**src/rtl/ddr_dmaster_st_pkg.sv**
```systemverilog
// Shared definitions for the debug-master stream channel arbiter.
package ddr_dmaster_st_pkg;

    // Arbiter FSM encoding, kept as plain constants for legacy netlists.
    localparam logic ARB_IDLE   = 1'b0;
    localparam logic ARB_LOCKED = 1'b1;

    // Ceiling log2 used to size grant/pointer registers; never below 1 bit.
    function automatic int unsigned dm_clog2(input int unsigned value);
        int unsigned w;
        w = 0;
        while ((32'd1 << w) < value) begin
            w++;
        end
        return (w == 0) ? 1 : w;
    endfunction

endpackage

```
**src/rtl/ddr_dmaster_rr_pick.sv**
```systemverilog
// Rotate-priority encoder: first set request at or above ptr_i, wrapping.
module ddr_dmaster_rr_pick
    import ddr_dmaster_st_pkg::*;
#(
    parameter int unsigned N     = 4,
    parameter int unsigned IDX_W = dm_clog2(N)
) (
    input  logic [N-1:0]     req_i,
    input  logic [IDX_W-1:0] ptr_i,
    output logic             found_o,
    output logic [IDX_W-1:0] idx_o
);

    int unsigned      sum;
    logic [IDX_W-1:0] cand;

    // Walk N positions upward from the pointer; the first hit wins.
    always_comb begin
        found_o = 1'b0;
        idx_o   = '0;
        sum     = 0;
        cand    = '0;
        for (int unsigned k = 0; k < N; k++) begin
            sum = int'(ptr_i) + k;
            if (sum >= N) begin
                sum = sum - N;
            end
            cand = IDX_W'(sum);
            if (!found_o && req_i[cand]) begin
                found_o = 1'b1;
                idx_o   = cand;
            end
        end
    end

endmodule

```
**src/rtl/ddr_dmaster_st_channel_arbiter.sv**
```systemverilog
// Packet-atomic round-robin arbiter feeding the byte-to-packet adapter.
// Each beat carries the granted requester index on out_channel; one
// registered output stage, one arbitration bubble per packet.
module ddr_dmaster_st_channel_arbiter
    import ddr_dmaster_st_pkg::*;
#(
    parameter int unsigned NUM_IN    = 4,
    parameter int unsigned DATA_W    = 8,
    parameter int unsigned CHANNEL_W = 8
) (
    input  logic                     clk,
    input  logic                     reset_n,
    input  logic [NUM_IN-1:0]        req_valid,
    output logic [NUM_IN-1:0]        req_ready,
    input  logic [NUM_IN*DATA_W-1:0] req_data,
    input  logic [NUM_IN-1:0]        req_startofpacket,
    input  logic [NUM_IN-1:0]        req_endofpacket,
    input  logic                     out_ready,
    output logic                     out_valid,
    output logic [DATA_W-1:0]        out_data,
    output logic [CHANNEL_W-1:0]     out_channel,
    output logic                     out_startofpacket,
    output logic                     out_endofpacket,
    output logic                     sop_error
);

    localparam int unsigned GW       = dm_clog2(NUM_IN);
    localparam logic [GW-1:0] LAST_IDX = GW'(NUM_IN - 1);

    logic                 state_q, state_d;
    logic [GW-1:0]        grant_q, grant_d;
    logic [GW-1:0]        rr_ptr_q, rr_ptr_d;
    logic                 first_q, first_d;
    logic                 out_valid_q, out_valid_d;
    logic [DATA_W-1:0]    out_data_q, out_data_d;
    logic [CHANNEL_W-1:0] out_channel_q, out_channel_d;
    logic                 out_sop_q, out_sop_d;
    logic                 out_eop_q, out_eop_d;
    logic                 sop_error_q, sop_error_d;

    logic                 pick_found;
    logic [GW-1:0]        pick_idx;
    logic                 sel_valid, sel_sop, sel_eop;
    logic [DATA_W-1:0]    sel_data;
    logic                 stage_free, in_locked, beat_acc;

    ddr_dmaster_rr_pick #(
        .N     (NUM_IN),
        .IDX_W (GW)
    ) u_pick (
        .req_i   (req_valid),
        .ptr_i   (rr_ptr_q),
        .found_o (pick_found),
        .idx_o   (pick_idx)
    );

    assign stage_free = !out_valid_q || out_ready;
    assign in_locked  = (state_q == ARB_LOCKED);
    assign beat_acc   = in_locked && sel_valid && stage_free;

    // Select the currently granted requester's beat.
    always_comb begin
        sel_valid = 1'b0;
        sel_data  = '0;
        sel_sop   = 1'b0;
        sel_eop   = 1'b0;
        for (int unsigned i = 0; i < NUM_IN; i++) begin
            if (grant_q == GW'(i)) begin
                sel_valid = req_valid[i];
                sel_data  = req_data[i*DATA_W +: DATA_W];
                sel_sop   = req_startofpacket[i];
                sel_eop   = req_endofpacket[i];
            end
        end
    end

    // Only the granted requester sees ready, and only while locked.
    always_comb begin
        req_ready = '0;
        if (in_locked) begin
            for (int unsigned i = 0; i < NUM_IN; i++) begin
                if (grant_q == GW'(i)) begin
                    req_ready[i] = stage_free;
                end
            end
        end
    end

    // Arbitration FSM plus output-stage and error-flag next state.
    always_comb begin
        state_d       = state_q;
        grant_d       = grant_q;
        rr_ptr_d      = rr_ptr_q;
        first_d       = first_q;
        out_valid_d   = out_valid_q;
        out_data_d    = out_data_q;
        out_channel_d = out_channel_q;
        out_sop_d     = out_sop_q;
        out_eop_d     = out_eop_q;
        sop_error_d   = sop_error_q;

        if (state_q == ARB_IDLE) begin
            if (pick_found) begin
                grant_d = pick_idx;
                state_d = ARB_LOCKED;
                first_d = 1'b1;
            end
        end else if (beat_acc) begin
            first_d = 1'b0;
            if (sel_eop) begin
                state_d  = ARB_IDLE;
                rr_ptr_d = (grant_q == LAST_IDX) ? '0 : grant_q + 1'b1;
            end
        end

        if (stage_free) begin
            out_valid_d = beat_acc;
            if (beat_acc) begin
                out_data_d    = sel_data;
                out_channel_d = CHANNEL_W'(grant_q);
                out_sop_d     = sel_sop;
                out_eop_d     = sel_eop;
            end
        end

        if (beat_acc && first_q && !sel_sop) begin
            sop_error_d = 1'b1;
        end
    end

    // State and output registers with asynchronous active-low reset.
    always_ff @(posedge clk or negedge reset_n) begin
        if (!reset_n) begin
            state_q       <= ARB_IDLE;
            grant_q       <= '0;
            rr_ptr_q      <= '0;
            first_q       <= 1'b0;
            out_valid_q   <= 1'b0;
            out_data_q    <= '0;
            out_channel_q <= '0;
            out_sop_q     <= 1'b0;
            out_eop_q     <= 1'b0;
            sop_error_q   <= 1'b0;
        end else begin
            state_q       <= state_d;
            grant_q       <= grant_d;
            rr_ptr_q      <= rr_ptr_d;
            first_q       <= first_d;
            out_valid_q   <= out_valid_d;
            out_data_q    <= out_data_d;
            out_channel_q <= out_channel_d;
            out_sop_q     <= out_sop_d;
            out_eop_q     <= out_eop_d;
            sop_error_q   <= sop_error_d;
        end
    end

    assign out_valid         = out_valid_q;
    assign out_data          = out_data_q;
    assign out_channel       = out_channel_q;
    assign out_startofpacket = out_sop_q;
    assign out_endofpacket   = out_eop_q;
    assign sop_error         = sop_error_q;

endmodule

```
**config.mk**
```make
export PLATFORM = sky130hd
export DESIGN_NAME = ddr_dmaster_st_channel_arbiter
export DESIGN_NICKNAME = d
export VERILOG_FILES = /design/src/rtl/ddr_dmaster_st_pkg.sv /design/src/rtl/ddr_dmaster_rr_pick.sv /design/src/rtl/ddr_dmaster_st_channel_arbiter.sv
export SDC_FILE = /design/constraint.sdc
export NUM_CORES = 1
export LEC_CHECK = 0
export CELL_PAD_IN_SITES_DETAIL_PLACEMENT = 1
export CELL_PAD_IN_SITES_GLOBAL_PLACEMENT = 2
export CORE_ASPECT_RATIO = 0.6
export CORE_MARGIN = 8
export CORE_UTILIZATION = 23
export CTS_BUF_LIST = sky130_fd_sc_hd__clkbuf_2 sky130_fd_sc_hd__clkbuf_4 sky130_fd_sc_hd__clkbuf_8
export CTS_CLUSTER_DIAMETER = 60
export CTS_CLUSTER_SIZE = 12
export DETAILED_ROUTE_END_ITERATION = 6
export GPL_TIMING_DRIVEN = 0
export PLACE_DENSITY = 0.85
export REMOVE_ABC_BUFFERS = 1
export SYNTH_ARGS = -nofsm -noshare
export SYNTH_HDL_FRONTEND = slang
export SYNTH_HIERARCHICAL = 1
export SYNTH_SLANG_ARGS = --single-unit
```
**constraint.sdc**
```tcl
create_clock -name clk -period 2.9 [get_ports clk]
set_clock_uncertainty 0.15 [all_clocks]
set_input_delay 0.58 -clock clk [delete_from_list [all_inputs] [get_ports clk]]
set_output_delay 0.58 -clock clk [all_outputs]
set_load 0.05 [all_outputs]
```
==> results of run 1 <==
routing by layer:
layer	global-route usage	part of all wire
met1	0.152	0.49
met2	0.167	0.44
met3	0.0321	0.073
met4	0.0152	0.0056
met5	0	0
how the worst min path moves through the flow:
stage | to | slack, ns
final | sop_error | 0.33
after global routing | first_q | 0.36
after CTS | sop_error | 0.33
after detailed placement | sop_error | 0.31
after global placement | sop_error | 0.30
after floorplan | first_q | 0.13
flip-flops by register name (all words and copies together), names as in the netlist, 2 cells and up:
name	count
grant_q	2
out_channel	2
out_data	8
rr_ptr_q	2
cells by family (layout without fill, tap and decap cells):
family          after synthesis  in the layout  share of synthesized area
compound gates               41             41                      0.245
simple gates                 34             34                      0.125
buf+inv                      28             84                      0.110
flops                        20             20                      0.355
mux                          12             12                      0.128
fa+ha+maj                     4              4                     0.0355
other cells                   1              6                    0.00266
final cells by class:
cell class | instances | share of cell area
flip-flops and latches | 20 | 0.227
inverters | 15 | 0.0301
multi-input cells | 97 | 0.364
well taps | 84 | 0.0478
clock buffers | 3 | 0.0188
clock inverters | 1 | 0.0136
repair buffers | 65 | 0.298
cell usage after synthesis (2+ instances only):
cell type / number / area [um^2]
a21o_1: 2 / 15.0
a21oi_1: 8 / 40.0
a221o_1: 3 / 30.0
a221oi_1: 7 / 61.3
a22o_1: 2 / 17.5
and3_1: 4 / 25.0
buf_2: 2 / 10.0
buf_4: 6 / 45.0
buf_6: 2 / 22.5
clkbuf_1: 2 / 7.51
dfrtp_1: 20 / 500
ha_1: 4 / 50.1
inv_1: 12 / 45.0
mux2_4: 12 / 180
nand2_1: 11 / 41.3
nor2_1: 10 / 37.5
o21ai_0: 2 / 10.0
o21ai_1: 3 / 15.0
o31ai_1: 8 / 60.1
worst max-delay path, delay by kind of cell, from the launching register on:
kind / cells / cell delay (ns)
buf+inv: 2 / 0.69
flops: 1 / 0.47
fa+ha+maj: 1 / 0.41
simple gates: 1 / 0.20
power groups by stage:
stage	Clock (uW)	Sequential, uW	Combinational, uW
2_1_floorplan	0	802	1060
3_3_place_gp	0	530	1850
3_5_place_dp	0	527	1890
4_1_cts	291	533	1880
5_1_grt	302	555	2070
6_report	287	534	1930
repair_timing:
| item | CTS | global route |
|---|---|---|
| setup endpoints to repair | 4 | 10 |
| endpoints found under the hold margin | 0 | 0 |
| hold buffers | 0 | 0 |
| resized for setup | 8 | 1 |
| buffers inserted | 0 | 1 |
| pin swaps | 0 | 1 |
through the flow:
stage / hold slack (ns) / utilization / std cells / cell area [um^2] / TNS (ns)
2_1_floorplan: 0.134 / - / 132 / 1340 / 0
3_3_place_gp: 0.300 / 0.346 / 280 / 2090 / -0.410
3_5_place_dp: 0.312 / 0.346 / 280 / 2090 / -0.439
4_1_cts: 0.332 / 0.360 / 284 / 2170 / 0
5_1_grt: 0.362 / 0.365 / 285 / 2200 / 0
6_report: 0.334 / 0.365 / 285 / 2200 / 0
==> out/qor.csv, run 1 <==
stage;metric;value;unit
outcome;status;finished clean;
die;core-area;6030;um^2
sta;hold_viol_final;0;
min_path;hp-class;reg2reg;
placement;gp_congestion;0.712;
placement;preCtsSetupSlack;-0.147;ns
worst_setup_path;r2r-end;out_channel[0];
clock_tree;cts-root-buf;clkbuf_8;
detailed_routing;vias;1256;
power;power_frac_clock;0.104;
die;initial_core_util;0.234;
placement;hpwl;3810;um
worst_setup_path;cp_data_arrival_time;2.04;ns
sta;slew_headroom;0.359;
sta;min_period_over_period;0.954;
detailed_routing;wl_per_cell;17.0;um
synth;syn_inst;140;
global_route;grt_pass1_wl;7790;um
power;p_sw;1300;uW
power;power;2750;uW
synth;yosys.cell_types.count;39;
final_layout;layout_commonest_cell;clkdlybuf4s50_1;
clock_tree;clock_latency;0.26;ns
synth;ys_ff_latch;20;
synth;synth_edf_count;0;
clock_tree;clockBufferDepth;2;
synth;syn_area;1410;um^2
synth;synthArstFlopShare;1.00;
global_route;grt_max_degree;25;
worst_setup_path;cp_max_fo;15;
clock_tree;cts.sinks;20;
worst_setup_path;crit_end;req_ready[1];
worst_setup_path;path_cells;inv_1 > ha_2 > and3_1 > dlygate4sd2_1;
sta;setup_ws;0.134;ns
detailed_routing;ant_nets;0;
global_route;first_global_vias;1412;
synth;synth_seq_area_share;0.355;
global_route;grt_overflow_total;0;
min_path;min_from;sop_error;
detailed_routing;drt-pass1-iter-count;4;
power;powerDensity;1250;nW/um^2
sta;clock.fmax;0.362;GHz
power;seq_power_share;0.194;
worst_setup_path;cp.required;2.17;ns
worst_setup_path;reg2reg_depth;6;
final_layout;layout-drive-gt1-share;0.144;
sta;layout_min_cycle_time;2.77;ns
sta;setup-violations-final;0;
worst_setup_path;criticalPathCategory;reg2out;
sta;rsz0062_at_grt;false;
power;power_frac_comb;0.702;
detailed_routing;drt-total-wl;4840;um
worst_setup_path;critPathLaunch;grant_q[1];
detailed_routing;vias_per_cell;4.41;
worst_setup_path;r2r-start;grant_q[1];
min_path;min_path_cells;2;
job;maxCapViolCount;0;
final_layout;multi_input_area;802;um^2
worst_setup_path;startpoint_type;flop;
final_layout;layout.nets;253;
power;p_leak;0.000933;uW
final_layout;most-common-layout-cells;60 x clkdlybuf4s50_1, 20 x dfrtp_1, 12 x inv_1, 12 x mux2_4, 11 x nand2_1;
worst_setup_path;r2r_setup_slack;0.21;ns
synth;ys_warn_count;6;
power;swShare;0.474;
global_route;antenna_found_initial;0;
die;die_y;76.7;um
final_layout;seqCellArea;500;um^2
clock_tree;htreeDepth;1;
global_route;grt_use_total;0.110;
clock_tree;cts-buffers-inserted;3;
synth;avgSynthCellArea;10.1;um^2
clock_tree;path_clk_slew;0.08;ns
power;irDropWorstVdd;0.446;mV
clock_tree;cts_tree;built;
sta;tightest_slew;0.959;ns
final_layout;diodes;0;
die;io_pins;71;
placement;port-buffer-count;64;
synth;synth-main-ff-cell;dfrtp_1;
detailed_routing;drc;0;
detailed_routing;drtIter0Drc;61;
final_layout;fill_cells;690;
power;power.internal;1450;uW
final_layout;area_delta_synth_final;55.9;%
die;die_w;117;um
worst_setup_path;worstSetupEndpointType;output pin;
sta;drv_slew;0;
die;design.die.area;8980;um^2
worst_setup_path;cpPeakStageDelay;0.54;ns
worst_setup_path;crit_slowest_cell;dlygate4sd2_1;
die;rows;22;
No activity file was read; power rests on OpenSTA's default activity.
==> run 2, diff against run 1 <==
--- a/config.mk
+++ b/config.mk
@@ -6,16 +6,17 @@
 export NUM_CORES = 1
 export LEC_CHECK = 0
 export CELL_PAD_IN_SITES_DETAIL_PLACEMENT = 1
-export CELL_PAD_IN_SITES_GLOBAL_PLACEMENT = 2
+export CELL_PAD_IN_SITES_GLOBAL_PLACEMENT = 1
 export CORE_ASPECT_RATIO = 0.6
 export CORE_MARGIN = 8
-export CORE_UTILIZATION = 23
+export CORE_UTILIZATION = 30
 export CTS_BUF_LIST = sky130_fd_sc_hd__clkbuf_2 sky130_fd_sc_hd__clkbuf_4 sky130_fd_sc_hd__clkbuf_8
 export CTS_CLUSTER_DIAMETER = 60
 export CTS_CLUSTER_SIZE = 12
 export DETAILED_ROUTE_END_ITERATION = 6
 export GPL_TIMING_DRIVEN = 0
-export PLACE_DENSITY = 0.85
+export HOLD_SLACK_MARGIN = 0.1
+export PLACE_DENSITY = 0.87
 export REMOVE_ABC_BUFFERS = 1
 export SYNTH_ARGS = -nofsm -noshare
 export SYNTH_HDL_FRONTEND = slang
==> run 2 against run 1 <==
Effect of this change:
- sequential power hardly changed
- via count hardly changed
- cell count is 7.4% lower
- utilization is 11 points higher
- sequential share of layout area is 0.37 points higher
- critical path type unchanged
- highest routed layer unchanged
==> out/qor.csv, run 2 (synthesis results as in run 1) <==
stage;metric;value;unit;change
outcome;status;finished clean;;unchanged
global_route;grt_overflow_total;0;;unchanged
die;initial_core_util;0.311;;was 0.234
die;rows;19;;was 22
clock_tree;cts_tree;built;;unchanged
worst_setup_path;crit_family;buffers and inverters;;unchanged
detailed_routing;wl_per_cell;18.6;um;was 17.0 um
sta;slew_headroom;0.368;;was 0.359
sta;min_period_over_period;0.946;;was 0.954
clock_tree;clockBufferDepth;2;;unchanged
final_layout;area_delta_synth_final;53.5;%;was 55.9%
clock_tree;clock_latency;0.27;ns;was 0.26 ns
final_layout;layout.nets;253;;unchanged
final_layout;diodes;0;;unchanged
sta;layout_min_cycle_time;2.74;ns;was 2.77 ns
worst_setup_path;path_buf_inv;2;;unchanged
die;die_w;105;um;was 117 um
global_route;grt_max_degree;25;;unchanged
clock_tree;cts.sinks;20;;unchanged
worst_setup_path;path_cells;inv_1 > ha_2 > and3_1 > clkdlybuf4s15_1;;was inv_1 > ha_2 > and3_1 > dlygate4sd2_1
detailed_routing;vias_per_cell;4.75;;was 4.41
worst_setup_path;cpPeakStageDelay;0.50;ns;was 0.54 ns
global_route;grt_use_total;0.135;;was 0.110
sta;setup-violations-final;0;;unchanged
sta;clock.fmax;0.364;GHz;was 0.362 GHz
final_layout;layout-drive-gt1-share;0.144;;unchanged
job;maxCapViolCount;0;;unchanged
worst_setup_path;cp_data_arrival_time;2.01;ns;was 2.04 ns
clock_tree;cts-buffers-inserted;3;;unchanged
power;powerDensity;1260;nW/um^2;was 1250 nW/um^2
clock_tree;htreeDepth;1;;unchanged
final_layout;fill_cells;533;;was 690
placement;preCtsSetupSlack;-0.150;ns;was -0.147 ns
power;irDropWorstVdd;0.501;mV;was 0.446 mV
sta;setup_ws;0.155;ns;was 0.134 ns
detailed_routing;ant_nets;0;;unchanged
detailed_routing;drt-pass1-iter-count;4;;unchanged
worst_setup_path;startpoint_type;flop;;unchanged
sta;rsz0062_at_grt;false;;unchanged
final_layout;layout_commonest_cell;clkdlybuf4s50_1;;unchanged
clock_tree;ctsHoldBuffers;0;;unchanged
die;design.die.area;7230;um^2;was 8980 um^2
placement;hpwl;3870;um;was 3810 um
clock_tree;cts-root-buf;clkbuf_8;;unchanged
detailed_routing;drc;0;;unchanged
worst_setup_path;criticalPathCategory;reg2out;;unchanged
sta;drv_slew;0;;unchanged
power;p_leak;0.000928;uW;was 0.000933 uW
detailed_routing;drtIter0Drc;42;;was 61
placement;gp_congestion;0.807;;was 0.712
placement;port-buffer-count;64;;unchanged
die;core-area;4540;um^2;was 6030 um^2
min_path;hp-class;reg2reg;;unchanged
global_route;antenna_found_initial;0;;unchanged
sta;tightest_slew;0.945;ns;was 0.959 ns
worst_setup_path;cp.required;2.17;ns;about the same
detailed_routing;vias;1255;;was 1256
worst_setup_path;worstSetupEndpointType;output pin;;unchanged
sta;hold_viol_final;0;;unchanged
final_layout;post-route-util;0.477;;was 0.365
global_route;grt_pass1_wl;7900;um;was 7790 um
global_route;first_global_vias;1397;;was 1412
detailed_routing;drt-total-wl;4910;um;was 4840 um
final_layout;most-common-layout-cells;60 x clkdlybuf4s50_1, 20 x dfrtp_1, 12 x inv_1, 12 x mux2_4, 11 x nand2_1;;unchanged
die;io_pins;71;;unchanged
final_layout;largest_register_ffs;8;;unchanged
worst_setup_path;cp_max_fo;16;;was 15
die;die_y;69.1;um;was 76.7 um
clock_tree;path_clk_slew;0.08;ns;about the same
worst_setup_path;crit_slowest_cell;clkdlybuf4s15_1;;was dlygate4sd2_1
run 2: cell types whose count changed in the layout (fill, tap and decap cells not counted):
| cell | previous run | this run |
|---|---|---|
| clkdlybuf4s15_1 | 0 | 1 |
| ha_4 | 2 | 1 |
| dlygate4sd2_1 | 4 | 3 |
| ha_2 | 1 | 2 |
run 2: repair_timing:
item,4_1_cts,5_1_grt
setup endpoints to repair,4,2
resized for setup,8,1
pin swaps,0,1
setup buffers,0,1
run 2: layout make-up:
class	count	area, um^2	share of cell area
Multi-Input combinational cell	97	792	0.366
Timing Repair Buffer	65	657	0.303
Sequential cell	20	500	0.231
Tap cell	63	78.8	0.0364
Inverter	15	66.3	0.0306
Clock buffer	3	41.3	0.0191
Clock inverter	1	30.0	0.0139
run 2: tightest hold or removal path: cells and delay by family (launching register included):
kind / cells / cell delay [ns]
AO/OA/AOI/OAI: 1 / 0.05
flip-flops: 1 / 0.35
buffers and inverters: 1 / 0.04
run 2: through the flow:
stage | total power (uW) | TNS (ns) | instances | hold slack [ns] | cell area (um^2)
2_1_floorplan | 1860 | 0 | 132 | 0.134 | 1340
3_3_place_gp | 2350 | -0.309 | 259 | 0.299 | 2060
3_5_place_dp | 2410 | -0.350 | 259 | 0.325 | 2060
4_1_cts | 2710 | 0 | 263 | 0.345 | 2140
5_1_grt | 2900 | 0 | 264 | 0.365 | 2170
6_report | 2730 | 0 | 264 | 0.330 | 2170
run 2: worst paths after layout:
kind	from	end	slack [ns]	depth (start not counted)
min in group asynchronous	reset_n	out_data[0]	0.68	1
max in group asynchronous	reset_n	in_locked	1.34	1
min	sop_error	sop_error	0.33	2
max	grant_q[0]	req_ready[2]	0.16	4
min reg2reg	sop_error	sop_error	0.33	2
max reg2reg	grant_q[1]	out_channel[1]	0.25	6
run 2: metal layers:
metal	global-route usage	part of all wire	vias to the layer above
li1	-	-	616
met1	0.178	0.48	598
met2	0.213	0.46	37
met3	0.0482	0.056	4
met4	0.0144	0.0061	0
met5	0	0	-
run 2: power by group:
| part | internal, uW | switching, uW |
|---|---|---|
| combinational | 838 | 1070 |
| clock | 185 | 104 |
| sequential | 416 | 117 |
